### config.mk
export PLATFORM = sky130hd
export DESIGN_NAME = encoder_4x2_reg_flat
export DESIGN_NICKNAME = d
export VERILOG_FILES = /design/src/rtl/encoder_4x2_reg_pkg.sv /design/src/rtl/encoder_4x2_reg_if.sv /design/src/rtl/encoder_4x2_reg_prio_enc_comb.sv /design/src/rtl/encoder_4x2_reg.sv /design/src/flat_wrapper.sv
export SDC_FILE = /design/constraint.sdc
export NUM_CORES = 1
export LEC_CHECK = 0
export BUFFER_PORTS_ARGS = -buffer_cell sky130_fd_sc_hd__buf_2
export CORE_ASPECT_RATIO = 1.2
export CORE_UTILIZATION = 45
export DETAILED_ROUTE_END_ITERATION = 8
export GPL_ROUTABILITY_DRIVEN = 0
export GPL_TIMING_DRIVEN = 0
export HOLD_SLACK_MARGIN = 0.06
export PLACE_DENSITY_LB_ADDON = 0.15
export SLEW_MARGIN = 20
export SYNTH_ARGS = -nofsm -noshare
export SYNTH_HDL_FRONTEND = slang
export SYNTH_SLANG_ARGS = --single-unit
### constraint.sdc
create_clock -name clk -period 3.4 [get_ports clk]
set_clock_uncertainty 0.05 [all_clocks]
set_input_delay 0.51 -clock clk [delete_from_list [all_inputs] [get_ports clk]]
set_output_delay 0.51 -clock clk [all_outputs]
set_load 0.01 [all_outputs]
### src/rtl/encoder_4x2_reg_pkg.sv
// Shared constants and types for the registered one-hot to binary encoder.
// Other N-to-log2 encoders import this package and can reuse the same state type.
package encoder_4x2_reg_pkg;

    localparam int N_IN_DEF      = 4;
    localparam int N_OUT_DEF     = $clog2(N_IN_DEF);
    localparam int ERR_CNT_W_DEF = 8;
    localparam int ERR_CNT_MAX   = (1 << ERR_CNT_W_DEF) - 1;

    typedef enum logic {
        ST_EMPTY = 1'b0,
        ST_FULL  = 1'b1
    } outState_e;

endpackage

### src/rtl/encoder_4x2_reg_if.sv
// Handshake bus between the upstream code source and the encoder, including
// the result side that feeds the downstream binary bus.
interface encoder_4x2_reg_if #(
    parameter int N_IN  = 4,
    parameter int N_OUT = $clog2(N_IN)
);

    logic [N_IN-1:0]  data_in;
    logic             in_valid;
    logic             in_ready;
    logic [N_OUT-1:0] y_out;
    logic             out_valid;
    logic             out_ready;
    logic             err_out;
    logic             zero_out;

    // The master supplies codes and consumes results.
    modport master (
        output data_in, in_valid, out_ready,
        input  in_ready, y_out, out_valid, err_out, zero_out
    );

    // The slave is the encoder itself.
    modport slave (
        input  data_in, in_valid, out_ready,
        output in_ready, y_out, out_valid, err_out, zero_out
    );

endinterface

### src/rtl/encoder_4x2_reg_prio_enc_comb.sv
// Purely combinational priority encoder: index of the winning set bit plus
// one-hot and all-zero status. An all-zero code yields index 0.
module prio_enc_comb
    import encoder_4x2_reg_pkg::*;
#(
    parameter int N_IN      = N_IN_DEF,
    parameter int N_OUT     = $clog2(N_IN),
    parameter bit PRIO_HIGH = 1'b1
) (
    input  logic [N_IN-1:0]  code,
    output logic [N_OUT-1:0] index,
    output logic             onehot_ok,
    output logic             all_zero
);

    // Scan in the direction that lets the preferred bit be the last one written.
    always_comb begin
        index = '0;
        if (PRIO_HIGH) begin
            for (int i = 0; i < N_IN; i++) begin
                if (code[i]) begin
                    index = N_OUT'(i);
                end
            end
        end else begin
            for (int i = N_IN - 1; i >= 0; i--) begin
                if (code[i]) begin
                    index = N_OUT'(i);
                end
            end
        end
    end

    // Status flags are independent of the priority direction.
    always_comb begin
        onehot_ok = $onehot(code);
        all_zero  = ~|code;
    end

endmodule

### src/rtl/encoder_4x2_reg.sv
// Registered encoder: takes a one-hot select code through a valid/ready
// handshake, holds its binary index in an output register and counts
// non-one-hot inputs in a saturating counter.
module encoder_4x2_reg
    import encoder_4x2_reg_pkg::*;
#(
    parameter int N_IN      = N_IN_DEF,
    parameter int N_OUT     = $clog2(N_IN),
    parameter int ERR_CNT_W = ERR_CNT_W_DEF,
    parameter bit PRIO_HIGH = 1'b1
) (
    input  logic                 clk,
    input  logic                 rst,
    input  logic                 en,
    input  logic                 clr_cnt,
    output logic [ERR_CNT_W-1:0] err_cnt,
    encoder_4x2_reg_if.slave     bus
);

    localparam logic [ERR_CNT_W-1:0] CNT_MAX = {ERR_CNT_W{1'b1}};

    outState_e              state_q;
    outState_e              state_d;
    logic [N_OUT-1:0]       y_q;
    logic [N_OUT-1:0]       y_d;
    logic                   err_q;
    logic                   err_d;
    logic                   zero_q;
    logic                   zero_d;
    logic [ERR_CNT_W-1:0]   cnt_q;
    logic [ERR_CNT_W-1:0]   cnt_d;

    logic [N_OUT-1:0]       encIndex;
    logic                   encOneHot;
    logic                   encZero;
    logic                   outValid;
    logic                   inReady;
    logic                   accept;

    prio_enc_comb #(
        .N_IN      (N_IN),
        .N_OUT     (N_OUT),
        .PRIO_HIGH (PRIO_HIGH)
    ) u_prio_enc (
        .code      (bus.data_in),
        .index     (encIndex),
        .onehot_ok (encOneHot),
        .all_zero  (encZero)
    );

    // Output-register state flop; reset discards any held result at once.
    always_ff @(posedge clk or posedge rst) begin
        if (rst) begin
            state_q <= ST_EMPTY;
        end else begin
            state_q <= state_d;
        end
    end

    // Fill on accept; a full register empties only when drained without a refill.
    always_comb begin
        state_d = state_q;
        case (state_q)
            ST_EMPTY: begin
                if (accept) begin
                    state_d = ST_FULL;
                end
            end
            ST_FULL: begin
                if (bus.out_ready && !accept) begin
                    state_d = ST_EMPTY;
                end
            end
            default: state_d = ST_EMPTY;
        endcase
    end

    // Handshake decode: room exists when empty or when the held word leaves now.
    always_comb begin
        outValid = (state_q == ST_FULL);
        inReady  = en & (~outValid | bus.out_ready);
        accept   = bus.in_valid & inReady;
    end

    // Result payload loads only on accept, so it is stable under backpressure.
    always_comb begin
        y_d    = y_q;
        err_d  = err_q;
        zero_d = zero_q;
        if (accept) begin
            y_d    = encIndex;
            err_d  = ~encOneHot;
            zero_d = encZero;
        end
    end

    // Payload registers.
    always_ff @(posedge clk or posedge rst) begin
        if (rst) begin
            y_q    <= '0;
            err_q  <= 1'b0;
            zero_q <= 1'b0;
        end else begin
            y_q    <= y_d;
            err_q  <= err_d;
            zero_q <= zero_d;
        end
    end

    // Error counter: clear wins over a same-cycle increment, and it sticks at all-ones.
    always_comb begin
        cnt_d = cnt_q;
        if (clr_cnt) begin
            cnt_d = '0;
        end else if (accept && !encOneHot && (cnt_q != CNT_MAX)) begin
            cnt_d = cnt_q + 1'b1;
        end
    end

    // Error counter register.
    always_ff @(posedge clk or posedge rst) begin
        if (rst) begin
            cnt_q <= '0;
        end else begin
            cnt_q <= cnt_d;
        end
    end

    assign bus.in_ready  = inReady;
    assign bus.out_valid = outValid;
    assign bus.y_out     = y_q;
    assign bus.err_out   = err_q;
    assign bus.zero_out  = zero_q;
    assign err_cnt       = cnt_q;

endmodule

### src/flat_wrapper.sv
// flat-port wrapper written by rule: the top's interface ports become plain ports
module encoder_4x2_reg_flat import encoder_4x2_reg_pkg::*;
#(
    parameter int N_IN      = N_IN_DEF,
    parameter int N_OUT     = $clog2(N_IN),
    parameter int ERR_CNT_W = ERR_CNT_W_DEF,
    parameter bit PRIO_HIGH = 1'b1
)
  (clk, rst, en, clr_cnt, err_cnt, bus_data_in, bus_in_valid, bus_out_ready, bus_in_ready, bus_y_out, bus_out_valid, bus_err_out, bus_zero_out);
  encoder_4x2_reg_if #(.N_IN(N_IN), .N_OUT(N_OUT)) bus_i ();
  input  logic clk;
  input  logic rst;
  input  logic en;
  input  logic clr_cnt;
  output logic [ERR_CNT_W-1:0] err_cnt;
  input wire logic [$bits(bus_i.data_in)-1:0] bus_data_in;
  input wire logic [$bits(bus_i.in_valid)-1:0] bus_in_valid;
  input wire logic [$bits(bus_i.out_ready)-1:0] bus_out_ready;
  output wire logic [$bits(bus_i.in_ready)-1:0] bus_in_ready;
  output wire logic [$bits(bus_i.y_out)-1:0] bus_y_out;
  output wire logic [$bits(bus_i.out_valid)-1:0] bus_out_valid;
  output wire logic [$bits(bus_i.err_out)-1:0] bus_err_out;
  output wire logic [$bits(bus_i.zero_out)-1:0] bus_zero_out;
  assign bus_i.data_in = bus_data_in;
  assign bus_i.in_valid = bus_in_valid;
  assign bus_i.out_ready = bus_out_ready;
  assign bus_in_ready = bus_i.in_ready;
  assign bus_y_out = bus_i.y_out;
  assign bus_out_valid = bus_i.out_valid;
  assign bus_err_out = bus_i.err_out;
  assign bus_zero_out = bus_i.zero_out;
  encoder_4x2_reg #(.N_IN(N_IN), .N_OUT(N_OUT), .ERR_CNT_W(ERR_CNT_W), .PRIO_HIGH(PRIO_HIGH)) u_core (.clk(clk), .rst(rst), .en(en), .clr_cnt(clr_cnt), .err_cnt(err_cnt), .bus(bus_i));
endmodule
==> reports/metrics.yaml <==
status: "finished, final reports clean"
fp.dieH_um: 47.5
coreArea_um2: 1620
synthTopCellsByCount: "dfrtp_1 (13), nand2_1 (11), inv_1 (8)"
fin_setup_tns_ns: 0
synth_top_area_cell: "dfrtp_1"
ios: 24
start_util: 0.478
criticalPathCategory: "primary input to flop"
synth_seq_area_share: 0.419
synth.cell_area_um2: 776
io_buffers: 22
worstPathArrival_ns: 2.54
wl_met2_um: 741
antenna_found_initial: 0
timing.fmax_mhz: 414
cts_resized: 0
vias: 660
grt_pass1_wl_mm: 2.13
syn_area_per_cell_um2: 9.58
yosysWarningCount: 0
synth_fp_nets: 96
slowest_delay_ns: 0.39
final_hold_viol_count: 0
clock_path_buffers: 2
top_layer: "met4"
setup_viol: 0
cap_violations: 0
wl_met3_um: 43
critPathRequiredTime_ns: 3.53
min_path_type: "primary input to async pin"
routed_wirelength_mm: 1.42
synth-seq-cells: 13
synth-edff-count: 0
end_kind: "flop"
post-dp-hpwl_mm: 1.11
num_rows: 16
timing.hold.ws_ns: 0.189
finalCritPeriodShare: 0.711
crit_path_max_fanout: 10
layout-drive-gt1-share: 0.327
startpoint_type: "primary input"
worst_pin_slew_ns: 0.504
powerDensity_nw_per_um2: 348
gr-usage-all-layers: 0.168
path_common_cell: "inv_1"
synth.top_cell.area_share: 0.419
period_minus_slack_ns: 2.42
dp.cells: 121
rsz0062_at_grt: "no"
detail_route.wl_per_cell_um: 11.4
pre_cts_slack_ns: 0.673
cts_root_buffer: "clkbuf_4"
cts_made_buffers: 3
die_x_um: 39.9
num-nets-final: 123
via_per_inst: 5.28
path_cells: "buf_2 > inv_1 > ha_1 > inv_1 > fa_1 > inv_1 > ha_1 > or3_4 > nand3_4 > buf_4 > nor3b_1 > o21ba_2"
post_cts_buffers: 0
layout_setup_ws_ns: 0.983
place_area_um2: 908
async_reset_ff_frac: 1.00
relSlewSlack: 0.664
synth.distinct_cells: 28
cts_tree: "yes"
holdBufCountCts: 0
synthTopCellsByArea: "dfrtp_1 (42%), ha_1 (6.5%), nand2_1 (5.3%), a21oi_1 (4.5%), inv_1 (3.9%)"
dieArea_um2: 1890
p_leak_nw: 0.476
clkTransAtPathRegs_ns: 0.08
grt_overflow_total: 0
grt_max_degree: 14
cts_htree_levels: 1
synth_ff_type: "dfrtp_1"
area_growth_syn_to_layout_pct: 20.6
dr.pass1.iters: 4
syn_inst: 81
fin_area_um2: 936
yosysMostFrequentCell: "dfrtp_1"
grt_pass1_vias: 534
crit_slowest_cell: "or3_4"
diodes: 0
fin_cells: 125
slew_violations: 0
drc: 0
vdd_drop_max_mv: 0.259
ant_nets: 0
clkSinkCount: 13
wl_met1_um: 616
clock_latency_ns: 0.28
detail_route.iter0.violations: 7
[logic make-up (layout without fill, tap and decap cells)]
logic type | Yosys count | in the layout | synth area share
adders and majority gates | 5 | 5 | 0.0903
muxes | 1 | 1 | 0.0145
and+or+nand+nor | 35 | 35 | 0.284
AOI/OAI and AO/OA | 17 | 17 | 0.139
buffers and inverters | 10 | 36 | 0.0532
DFF | 13 | 13 | 0.419
[routing by layer]
| layer | GRT usage | vias to the layer above |
|---|---|---|
| li1 | - | 338 |
| met1 | 0.216 | 301 |
| met2 | 0.271 | 17 |
| met3 | 0.0279 | 4 |
| met4 | 0.0828 | 0 |
| met5 | 0 | - |
[sequential cells by signal, summed over array words and instances (netlist names)]
| signal | flops |
|---|---|
| u_core.err_cnt | 8 |
| u_core.bus.out_valid | 1 |
| u_core.bus.err_out | 1 |
| u_core.bus.zero_out | 1 |
| u_core.bus.y_out | 2 |
[stage by stage]
stage                util  power (mW)
floorplan               -       0.212
global placement    0.560       0.234
detailed placement  0.560       0.235
CTS                 0.577       0.330
global route        0.577       0.347
finish              0.577       0.326
[worst max-delay path: cells and delay by family]
kind | cells | cell delay [ns]
AND/OR/NAND/NOR | 3 | 0.57
adder cells (fa/ha/maj) | 3 | 0.83
buffers and inverters | 5 | 0.43
AO/OA/AOI/OAI | 1 | 0.21
[placed cells by master (no fill, tap or decap), drive strengths merged, types with 2 or more instances in the layout]
cell type,netlist,layout
a21oi,7,7
and2,4,4
buf,2,24
clkbuf,0,3
dfrtp,13,13
ha,4,4
inv,8,8
nand2,11,11
nand3,5,5
nor2,3,3
o21ai,3,3
o31ai,3,3
o41ai,2,2
or3,3,3
or4,4,4
[final timing paths]
kind,cells past startpoint,startpoint,endpoint,slack (ns)
setup / recovery,12,bus_data_in[1],u_core.err_cnt[1],0.98
hold / removal,2,rst,u_core.bus.y_out[1],0.19
setup reg to reg,5,u_core.err_cnt[0],u_core.err_cnt[5],1.70
hold reg to reg,2,u_core.bus.zero_out,u_core.bus.zero_out,0.43
max in group asynchronous,2,rst,u_core.err_cnt[5],2.77
min in group clk,2,u_core.bus.zero_out,u_core.bus.zero_out,0.43
[area by class of cell]
class                      instances  area, um^2
buffer                             2        11.3
clock buffer                       3        22.5
clock inverter                     1        5.00
fill                             147         686
inverter                           8        30.0
multi-input combinational         58         409
sequential                        13         325
tap                               18        22.5
timing repair buffer              22         110
[where the power goes]
part	total (mW)	switching [mW]	internal [mW]
registers	0.170	0.00592	0.164
logic	0.0605	0.0339	0.0266
clock network	0.0951	0.0514	0.0436
No activity file was read; power rests on OpenSTA's default activity.
